File: config.mk
export PLATFORM = sky130hd
export DESIGN_NAME = ram_fifo_ctrl_flat
export DESIGN_NICKNAME = d
export VERILOG_FILES = /design/src/rtl/ram_fifo_ctrl_pkg.sv /design/src/rtl/ram_fifo_ctrl_if.sv /design/src/rtl/ram_fifo_obuf.sv /design/src/rtl/ram_fifo_ctrl.sv /design/src/flat_wrapper.sv
export SDC_FILE = /design/constraint.sdc
export NUM_CORES = 1
export LEC_CHECK = 0
export CORE_ASPECT_RATIO = 0.6
export CORE_UTILIZATION = 35
export DETAILED_ROUTE_END_ITERATION = 10
export SLEW_MARGIN = 25
export SYNTH_ARGS = -nofsm -noshare
export SYNTH_HDL_FRONTEND = slang
export SYNTH_SLANG_ARGS = --single-unit
File: constraint.sdc
create_clock -name clk -period 9.3 [get_ports clk]
set_input_delay 1.395 -clock clk [delete_from_list [all_inputs] [get_ports clk]]
set_output_delay 1.395 -clock clk [all_outputs]
set_load 0.02 [all_outputs]
File: src/rtl/ram_fifo_ctrl_pkg.sv
// Shared constants and the RAM port-grant encoding for the RAM-backed FIFO controller.
package ram_fifo_ctrl_pkg;

  localparam int FIFO_DW = 8;
  localparam int FIFO_AW = 8;

  typedef enum logic [1:0] {
    GRANT_IDLE,
    GRANT_PUSH,
    GRANT_FETCH
  } grant_e;

endpackage

File: src/rtl/ram_fifo_ctrl_if.sv
// Push/pop streaming handshakes plus the single-port RAM bus, bundled for the FIFO controller.
interface ram_fifo_ctrl_if #(
  parameter int DW = ram_fifo_ctrl_pkg::FIFO_DW,
  parameter int AW = ram_fifo_ctrl_pkg::FIFO_AW
);

  logic          wr_valid;
  logic [DW-1:0] wr_data;
  logic          wr_ready;
  logic          rd_valid;
  logic [DW-1:0] rd_data;
  logic          rd_ready;
  logic [DW-1:0] ram_din;
  logic [AW-1:0] ram_addr;
  logic          ram_en;
  logic          ram_we;
  logic [DW-1:0] ram_dout;

  // The controller side; the RAM and the stream producer/consumer use master.
  modport slave (
    input  wr_valid, wr_data, rd_ready, ram_dout,
    output wr_ready, rd_valid, rd_data, ram_din, ram_addr, ram_en, ram_we
  );

  modport master (
    output wr_valid, wr_data, rd_ready, ram_dout,
    input  wr_ready, rd_valid, rd_data, ram_din, ram_addr, ram_en, ram_we
  );

endinterface

File: src/rtl/ram_fifo_obuf.sv
// Two-entry output buffer that absorbs RAM read data; slot0 is always the head word.
module ram_fifo_obuf
  import ram_fifo_ctrl_pkg::*;
#(
  parameter int DW = FIFO_DW
) (
  input  logic          clk,
  input  logic          rst_n,
  input  logic          flush,
  input  logic          capture,
  input  logic [DW-1:0] cap_data,
  input  logic          pop,
  output logic [DW-1:0] head,
  output logic [1:0]    ocount
);

  logic [DW-1:0] slot0;
  logic [DW-1:0] slot1;

  // Capture lands at the tail; a simultaneous pop shifts first so the tail moves down one.
  always_ff @(posedge clk or negedge rst_n) begin
    if (!rst_n) begin
      slot0  <= '0;
      slot1  <= '0;
      ocount <= 2'd0;
    end else if (flush) begin
      slot0  <= '0;
      slot1  <= '0;
      ocount <= 2'd0;
    end else begin
      case ({capture, pop})
        2'b10: begin
          if (ocount == 2'd0) slot0 <= cap_data;
          else                slot1 <= cap_data;
          ocount <= ocount + 2'd1;
        end
        2'b01: begin
          slot0  <= slot1;
          ocount <= ocount - 2'd1;
        end
        2'b11: begin
          if (ocount == 2'd2) begin
            slot0 <= slot1;
            slot1 <= cap_data;
          end else begin
            slot0 <= cap_data;
          end
        end
        default: ;
      endcase
    end
  end

  assign head = slot0;

endmodule

File: src/rtl/ram_fifo_ctrl.sv
// Streaming FIFO built on a 256x8 single-port RAM: owns pointers, word counts and port arbitration.
module ram_fifo_ctrl
  import ram_fifo_ctrl_pkg::*;
#(
  parameter int DW = FIFO_DW,
  parameter int AW = FIFO_AW
) (
  input  logic            clk,
  input  logic            rst_n,
  input  logic            clr,
  ram_fifo_ctrl_if.slave  bus,
  output logic [AW+1:0]   level,
  output logic            full,
  output logic            empty
);

  localparam int DEPTH = 2 ** AW;

  logic [AW-1:0] wptr;
  logic [AW-1:0] rptr;
  logic [AW:0]   mem_count;
  logic          inflight;
  logic [1:0]    ocount;
  logic          fetch_req;
  logic          fetch_win;
  logic          pop;
  grant_e        grant;

  assign full      = (mem_count == (AW+1)'(DEPTH));
  assign fetch_req = (mem_count != '0) && (({1'b0, ocount} + {2'b0, inflight}) < 3'd2);
  assign fetch_win = fetch_req && (ocount == 2'd0) && !inflight;
  assign level     = {1'b0, mem_count} + {{AW{1'b0}}, ocount} + {{(AW+1){1'b0}}, inflight};
  assign empty     = (level == '0);

  assign bus.wr_ready = !full && !clr && !fetch_win;
  assign bus.rd_valid = (ocount != 2'd0);
  assign pop          = bus.rd_valid && bus.rd_ready && !clr;

  // Reset is folded in so the RAM port goes quiet the instant rst_n falls, not at the next edge.
  always_comb begin
    grant = GRANT_IDLE;
    if (rst_n && !clr) begin
      if (fetch_win)                 grant = GRANT_FETCH;
      else if (bus.wr_valid && !full) grant = GRANT_PUSH;
      else if (fetch_req)            grant = GRANT_FETCH;
    end
  end

  always_comb begin
    bus.ram_en   = 1'b0;
    bus.ram_we   = 1'b0;
    bus.ram_addr = '0;
    bus.ram_din  = '0;
    case (grant)
      GRANT_PUSH: begin
        bus.ram_en   = 1'b1;
        bus.ram_we   = 1'b1;
        bus.ram_addr = wptr;
        bus.ram_din  = bus.wr_data;
      end
      GRANT_FETCH: begin
        bus.ram_en   = 1'b1;
        bus.ram_addr = rptr;
      end
      default: ;
    endcase
  end

  // Push and fetch are mutually exclusive, so mem_count only ever moves by one per cycle.
  always_ff @(posedge clk or negedge rst_n) begin
    if (!rst_n) begin
      wptr      <= '0;
      rptr      <= '0;
      mem_count <= '0;
      inflight  <= 1'b0;
    end else if (clr) begin
      wptr      <= '0;
      rptr      <= '0;
      mem_count <= '0;
      inflight  <= 1'b0;
    end else begin
      inflight <= (grant == GRANT_FETCH);
      case (grant)
        GRANT_PUSH: begin
          wptr      <= wptr + 1'b1;
          mem_count <= mem_count + 1'b1;
        end
        GRANT_FETCH: begin
          rptr      <= rptr + 1'b1;
          mem_count <= mem_count - 1'b1;
        end
        default: ;
      endcase
    end
  end

  ram_fifo_obuf #(.DW(DW)) u_obuf (
    .clk      (clk),
    .rst_n    (rst_n),
    .flush    (clr),
    .capture  (inflight),
    .cap_data (bus.ram_dout),
    .pop      (pop),
    .head     (bus.rd_data),
    .ocount   (ocount)
  );

endmodule

File: src/flat_wrapper.sv
// flat-port wrapper written by rule: the top's interface ports become plain ports
module ram_fifo_ctrl_flat import ram_fifo_ctrl_pkg::*;
#(
  parameter int DW = FIFO_DW,
  parameter int AW = FIFO_AW
)
  (clk, rst_n, clr, level, full, empty, bus_wr_valid, bus_wr_data, bus_rd_ready, bus_ram_dout, bus_wr_ready, bus_rd_valid, bus_rd_data, bus_ram_din, bus_ram_addr, bus_ram_en, bus_ram_we);
  ram_fifo_ctrl_if #(.DW(DW), .AW(AW)) bus_i ();
  input  logic clk;
  input  logic rst_n;
  input  logic clr;
  output logic [AW+1:0] level;
  output logic full;
  output logic empty;
  input wire logic [$bits(bus_i.wr_valid)-1:0] bus_wr_valid;
  input wire logic [$bits(bus_i.wr_data)-1:0] bus_wr_data;
  input wire logic [$bits(bus_i.rd_ready)-1:0] bus_rd_ready;
  input wire logic [$bits(bus_i.ram_dout)-1:0] bus_ram_dout;
  output wire logic [$bits(bus_i.wr_ready)-1:0] bus_wr_ready;
  output wire logic [$bits(bus_i.rd_valid)-1:0] bus_rd_valid;
  output wire logic [$bits(bus_i.rd_data)-1:0] bus_rd_data;
  output wire logic [$bits(bus_i.ram_din)-1:0] bus_ram_din;
  output wire logic [$bits(bus_i.ram_addr)-1:0] bus_ram_addr;
  output wire logic [$bits(bus_i.ram_en)-1:0] bus_ram_en;
  output wire logic [$bits(bus_i.ram_we)-1:0] bus_ram_we;
  assign bus_i.wr_valid = bus_wr_valid;
  assign bus_i.wr_data = bus_wr_data;
  assign bus_i.rd_ready = bus_rd_ready;
  assign bus_i.ram_dout = bus_ram_dout;
  assign bus_wr_ready = bus_i.wr_ready;
  assign bus_rd_valid = bus_i.rd_valid;
  assign bus_rd_data = bus_i.rd_data;
  assign bus_ram_din = bus_i.ram_din;
  assign bus_ram_addr = bus_i.ram_addr;
  assign bus_ram_en = bus_i.ram_en;
  assign bus_ram_we = bus_i.ram_we;
  ram_fifo_ctrl #(.DW(DW), .AW(AW)) u_core (.clk(clk), .rst_n(rst_n), .clr(clr), .bus(bus_i), .level(level), .full(full), .empty(empty));
endmodule
### Yosys cells after proc, flatten, opt, wreduce, memory -nomap -nowiden

Index checks and enable logic that the tools add are counted.

| cells by class | value |
|---|---|
| add/subtract/negate cells | 9 |
| bitwise gates (word level) | 0 |
| $mul | 0 |
| shift operators | 0 |
| reductions and logical operators | 26 |
| divide/modulo/power cells | 0 |
| multiplexer cells | 25 |
| order comparisons | 1 |
| equal/unequal tests | 10 |

Operator list:

| kind | number |
|---|---|
| $mux 8 | 11 |
| $pmux 8 s2 | 2 |
| $pmux 8 s3 | 1 |
| $pmux 9 s2 | 1 |
| $add 8x1->8 const B | 2 |
| $add 10x1->10 | 1 |
| $add 9x2->10 | 1 |
| $logic_not 10->1 | 1 |
| $mux 2 | 5 |
| $add 9x1->9 const B | 1 |
| $eq 9x9->1 const B | 1 |
| $logic_and 1x1->1 | 9 |
| $mux 9 | 1 |
| $reduce_bool 3->1 | 3 |
| $reduce_bool 9->1 | 1 |
| $sub 9x1->9 const B | 1 |
| $eq 2x2->1 const B | 4 |
| $ne 3x3->1 const B | 2 |
| $reduce_bool 2->1 | 3 |
| $eq 2x1->1 const B | 2 |
| $logic_not 1->1 | 4 |
| $pmux 2 s2 | 1 |
| $reduce_bool 4->1 | 1 |
| $add 2x1->3 | 1 |
| 9 further kinds | 11 |

| word-level totals | value |
|---|---|
| memories | 0 |
| bits of input ports | 21 |
| bits in read-only memories | 0 |
| output and inout bits | 40 |
| word-level logic and storage cells | 78 |
| memory bits (writable) | 0 |
| bits in latches | 0 |
| bits in registers | 44 |

### Longest topological paths before layout

| logic depth | value |
|---|---|
| depth in word-level cells | 10 |
| mapped depth | 16 |
| gate-level depth less buffers | 13 |

### Cells and area by module

A second synthesis with hierarchy kept.

| unflattened totals | value |
|---|---|
| cell total of the unflattened synthesis | 323 |
| area total of the unflattened synthesis | 3046.7 um^2 |

By module, submodules not included:

| module | seq. area each (um^2) | cells an instance | area each (um^2) | times used |
|---|---|---|---|---|
| ram_fifo_ctrl | 650.6 | 232 | 2035.7 | 1 |
| ram_fifo_obuf | 450.4 | 91 | 1011.0 | 1 |

### Worst setup path after synthesis

OpenSTA, ideal clock, no wires.

| timing path | value |
|---|---|
| path kind | input-to-output |
| start | input port clr |
| end | output port bus_ram_addr[0] |
| data required time | 7.905 ns |
| path slack | 4.517 ns |
| stages on the path | 9 |
| data arrival time | 3.388 ns |
| buffers on the path | 3 |
| cells stage by stage | clkbuf_1 > nand2b_1 > a2111o_1 > inv_1 > ha_1 > buf_2 > buf_1 > a22oi_1 > nor2_1 |

| between the ends | value |
|---|---|
| word-level cells in the longest chain between the ends | 5 |
| elaborated cells between the ends (all ways) | 6 |

Ends and longest elaborated chain:

| element | line | text |
|---|---|---|
| from (decl) | flat_wrapper.sv:11 | `input logic clr;` |
| $logic_not 1->1 (*) | ram_fifo_ctrl.sv:42 | `if (rst_n && !clr) begin` |
| $logic_and 1x1->1 (*) | ram_fifo_ctrl.sv:42 |  |
| $mux 2 (*) | ram_fifo_ctrl.sv:42 |  |
| $eq 2x2->1 or $eq 2x1->1 (tied branches) | ram_fifo_ctrl.sv:54 | `case (grant)` |
| $pmux 8 s2 (*) | ram_fifo_ctrl.sv:54 |  |
| to (decl) | flat_wrapper.sv:23 | `output wire logic [$bits(bus_i.ram_addr)-1:0] bus_ram_addr;` |

Mark *: on every way between the ends. The rest lies on a longest branch, timed or not.

### Worst setup path in the final report

| timing path | value |
|---|---|
| start | input port clr |
| end | output port bus_ram_addr[4] |

Same word-level chain as after synthesis.

==> results.toml <==
[worst_hold_path]
hp-class = "flip-flop to flip-flop"
worst_hold_startpoint = "u_core.u_obuf.head[1]"
hold_end = "u_core.u_obuf.head[1]"
min_path_cells = 1

[logic_synthesis]
postSynthCellCount = 313
ys_types = 53
yosysSeqAreaShare = 0.377
syn_area_per_cell_um2 = 9.33
ys.flop_type = "dfrtp_1"
ys_ff_latch = 44
synth_edf_count = 0
syn_nets = 353
ys_warn_count = 0
netlist_area_um2 = 2920
synthArstFlopShare = 1.00

[critical_path]
r2r-end = "u_core.mem_count[8]"
crit_top_cell = "clkdlybuf4s50_1"
cpPeakStageDelay_ps = 760
crit_type = "primary input to output port"
ff2ff_setup_slack_ps = 5530
critPathCaptureType = "output port"
reg2regPathDepth = 14
worstPathArrival_ps = 4340
reg2reg_from = "u_core.mem_count[2]"
cpLargestDelayFamily = "buffers and inverters"
path_max_fanout = 47
crit_buf_inv = 3
critPathSlowestCell = "ha_1"
crit_required_ps = 7910
cp-startpoint = "clr"
cp_cell_sequence = "clkdlybuf4s50_1, buf_4, nand2b_1, a2111o_1, ha_1, a22oi_1, nor2_1, clkdlybuf4s50_1"
startpoint_type = "primary input"

[sta]
tns_ps = 0
slew-limit-headroom = 0.397
finalCriticalPeriod_ps = 5730
slew_viol_final = 0
fmax_mhz = 174
setup_viol = 0
finalHoldViolCount = 0
fin_skew_ps = 2.77
hold_ws_ps = 502
finalCritPeriodShare = 0.616
timing.final.ws_setup_ps = 3570
worstMarginPinSlew_ps = 904
rsz0062_at_grt = "no"

[clock_tree]
clockBufferDepth = 2
cts.sink_count = 44
clkLatencyLatePin_ps = 290
cts_hold_buf = 0
htreeDepth = 2
cts_tree = "built"
post_cts_resized = 0
cts-root-buf = "clkbuf_16"
clk_pin_slew_ps = 60
cts-buffers-inserted = 5
post-cts-setup-buffer-count = 0

[floorplanning]
coreArea_um2 = 7980
die_w_um = 120
die_y_um = 72.8
num_rows = 25
io_pins = 61
die-area_um2 = 8730
start_util = 0.366

[job]
drv_cap = 0

[power]
power.leakage_nw = 1.74
pwr_density_cell_nw_per_um2 = 223
peakVddDrop_v = 0.0000755
p_total_mw = 0.840

[routing]
postRouteWirelength_mm = 6.90
wl_per_cell_um = 14.5
drtIter0Drc = 150
first_pass_iters = 4
ant_nets = 0
detailroute.via_count = 2383
vias_per_cell = 5.01
remaining_drc_errors = 0

[placed_design]
post-place-ws_ps = 3600
dp_hpwl_mm = 5.10
place_area_um2 = 3600
port_buffers = 60
place_congestion = 0.803

[layout]
final_area_um2 = 3770
final_cell_mix = "59 x clkdlybuf4s50_1, 47 x nor2_1, 44 x dfrtp_1"
drive_gt1_frac = 0.0571
layout_commonest_cell = "clkdlybuf4s50_1"
areaGrowthSynthToFinish_pct = 29.1
num-nets-final = 407
diodes = 0
num-fill-cells = 770

[global_route]
grt_pass1_vias = 2264
track_usage = 0.171
overflow = 0
grt_max_degree = 48
grt_pass1_wl_mm = 11.6
grt_antenna_before_repair = 0

[outcome]
status = "complete, no violations"
[stage by stage]
step           utilization  instances
6_report             0.473        476
5_1_grt              0.473        476
4_1_cts              0.472        476
3_5_place_dp         0.451        468
3_3_place_gp         0.451        468
2_1_floorplan            -        313
[synthesized netlist by cell type, types with 4 or more instances]
library cell	n	area, µm²
a21oi_1	13	65.1
a22o_1	17	149
a22oi_1	8	60.1
and2_1	8	50.1
clkbuf_1	9	33.8
dfrtp_1	44	1100
ha_1	16	200
inv_1	13	48.8
mux2i_1	14	140
nand2_1	18	67.6
nand3_1	7	35.0
nand4_1	5	31.3
nor2_1	47	176
nor2b_1	5	31.3
o21ai_0	7	35.0
o31ai_1	4	30.0
xnor2_1	10	87.6
xor2_1	15	131
[registers in the layout (all words and copies together), names as in the netlist]
| name | flops |
|---|---|
| u_core.mem_count | 9 |
| u_core.rptr | 8 |
| u_core.u_obuf.ocount | 2 |
| u_core.inflight | 1 |
| u_core.u_obuf.head | 8 |
| u_core.u_obuf.slot1 | 8 |
| u_core.wptr | 8 |
[power by group]
part           internal [mW]  switching, mW  total, mW
clock network          0.126         0.0745      0.201
logic                  0.171          0.208      0.379
registers              0.218         0.0424      0.260
[worst max path at each step]
| stage | end | slack (ps) | cells after the start |
|---|---|---|---|
| floorplan | bus_ram_addr[0] | 4520 | 9 |
| global route | bus_ram_addr[4] | 3310 | 8 |
| detailed placement | bus_ram_addr[4] | 3600 | 8 |
| finish | bus_ram_addr[4] | 3570 | 8 |
| CTS | bus_ram_addr[4] | 3580 | 8 |
| global placement | bus_ram_addr[1] | 3670 | 8 |
[routing by layer]
metal	vias to the layer above	wire length, µm	track usage	share of wire
met5	-	0	0	0
met3	7	406	0.0359	0.059
met2	67	2610	0.220	0.38
li1	1217	-	-	-
met4	0	62	0.0458	0.0090
met1	1092	3820	0.278	0.55
[logic make-up (layout without fill, tap and decap cells)]
| logic type | after synthesis | after routing | synth area share |
|---|---|---|---|
| XOR/XNOR | 25 | 25 | 0.0749 |
| AND/OR/NAND/NOR | 114 | 114 | 0.198 |
| buffers and inverters | 30 | 85 | 0.0445 |
| flip-flops | 44 | 44 | 0.377 |
| multiplexers | 15 | 15 | 0.0518 |
| adder cells (fa/ha/maj) | 19 | 19 | 0.0891 |
| AO/OA/AOI/OAI | 66 | 66 | 0.165 |
[worst reg2reg max path, cell delays in order, from the launching register on]
cell and delay (ps):
dfrtp_1 520, nor4_2 290, nand3_1 190, o211ai_1 140
o21ai_1 90, a2111o_1 320, inv_1 70, ha_1 130
buf_4 290, ha_1 360, a21o_1 200, a31o_1 220
a21oi_1 170, mux2i_1 310, mux2_1 350
[final cells by class]
cell class / count / area, µm² / share of cell area
timing repair buffer: 63 / 618 / 0.164
inverter: 14 / 52.6 / 0.0139
multi-input combinational: 239 / 1700 / 0.450
clock inverter: 3 / 42.5 / 0.0113
sequential: 44 / 1100 / 0.292
clock buffer: 5 / 125 / 0.0332
tap: 108 / 135 / 0.0358
No activity file was read; power rests on OpenSTA's default activity.
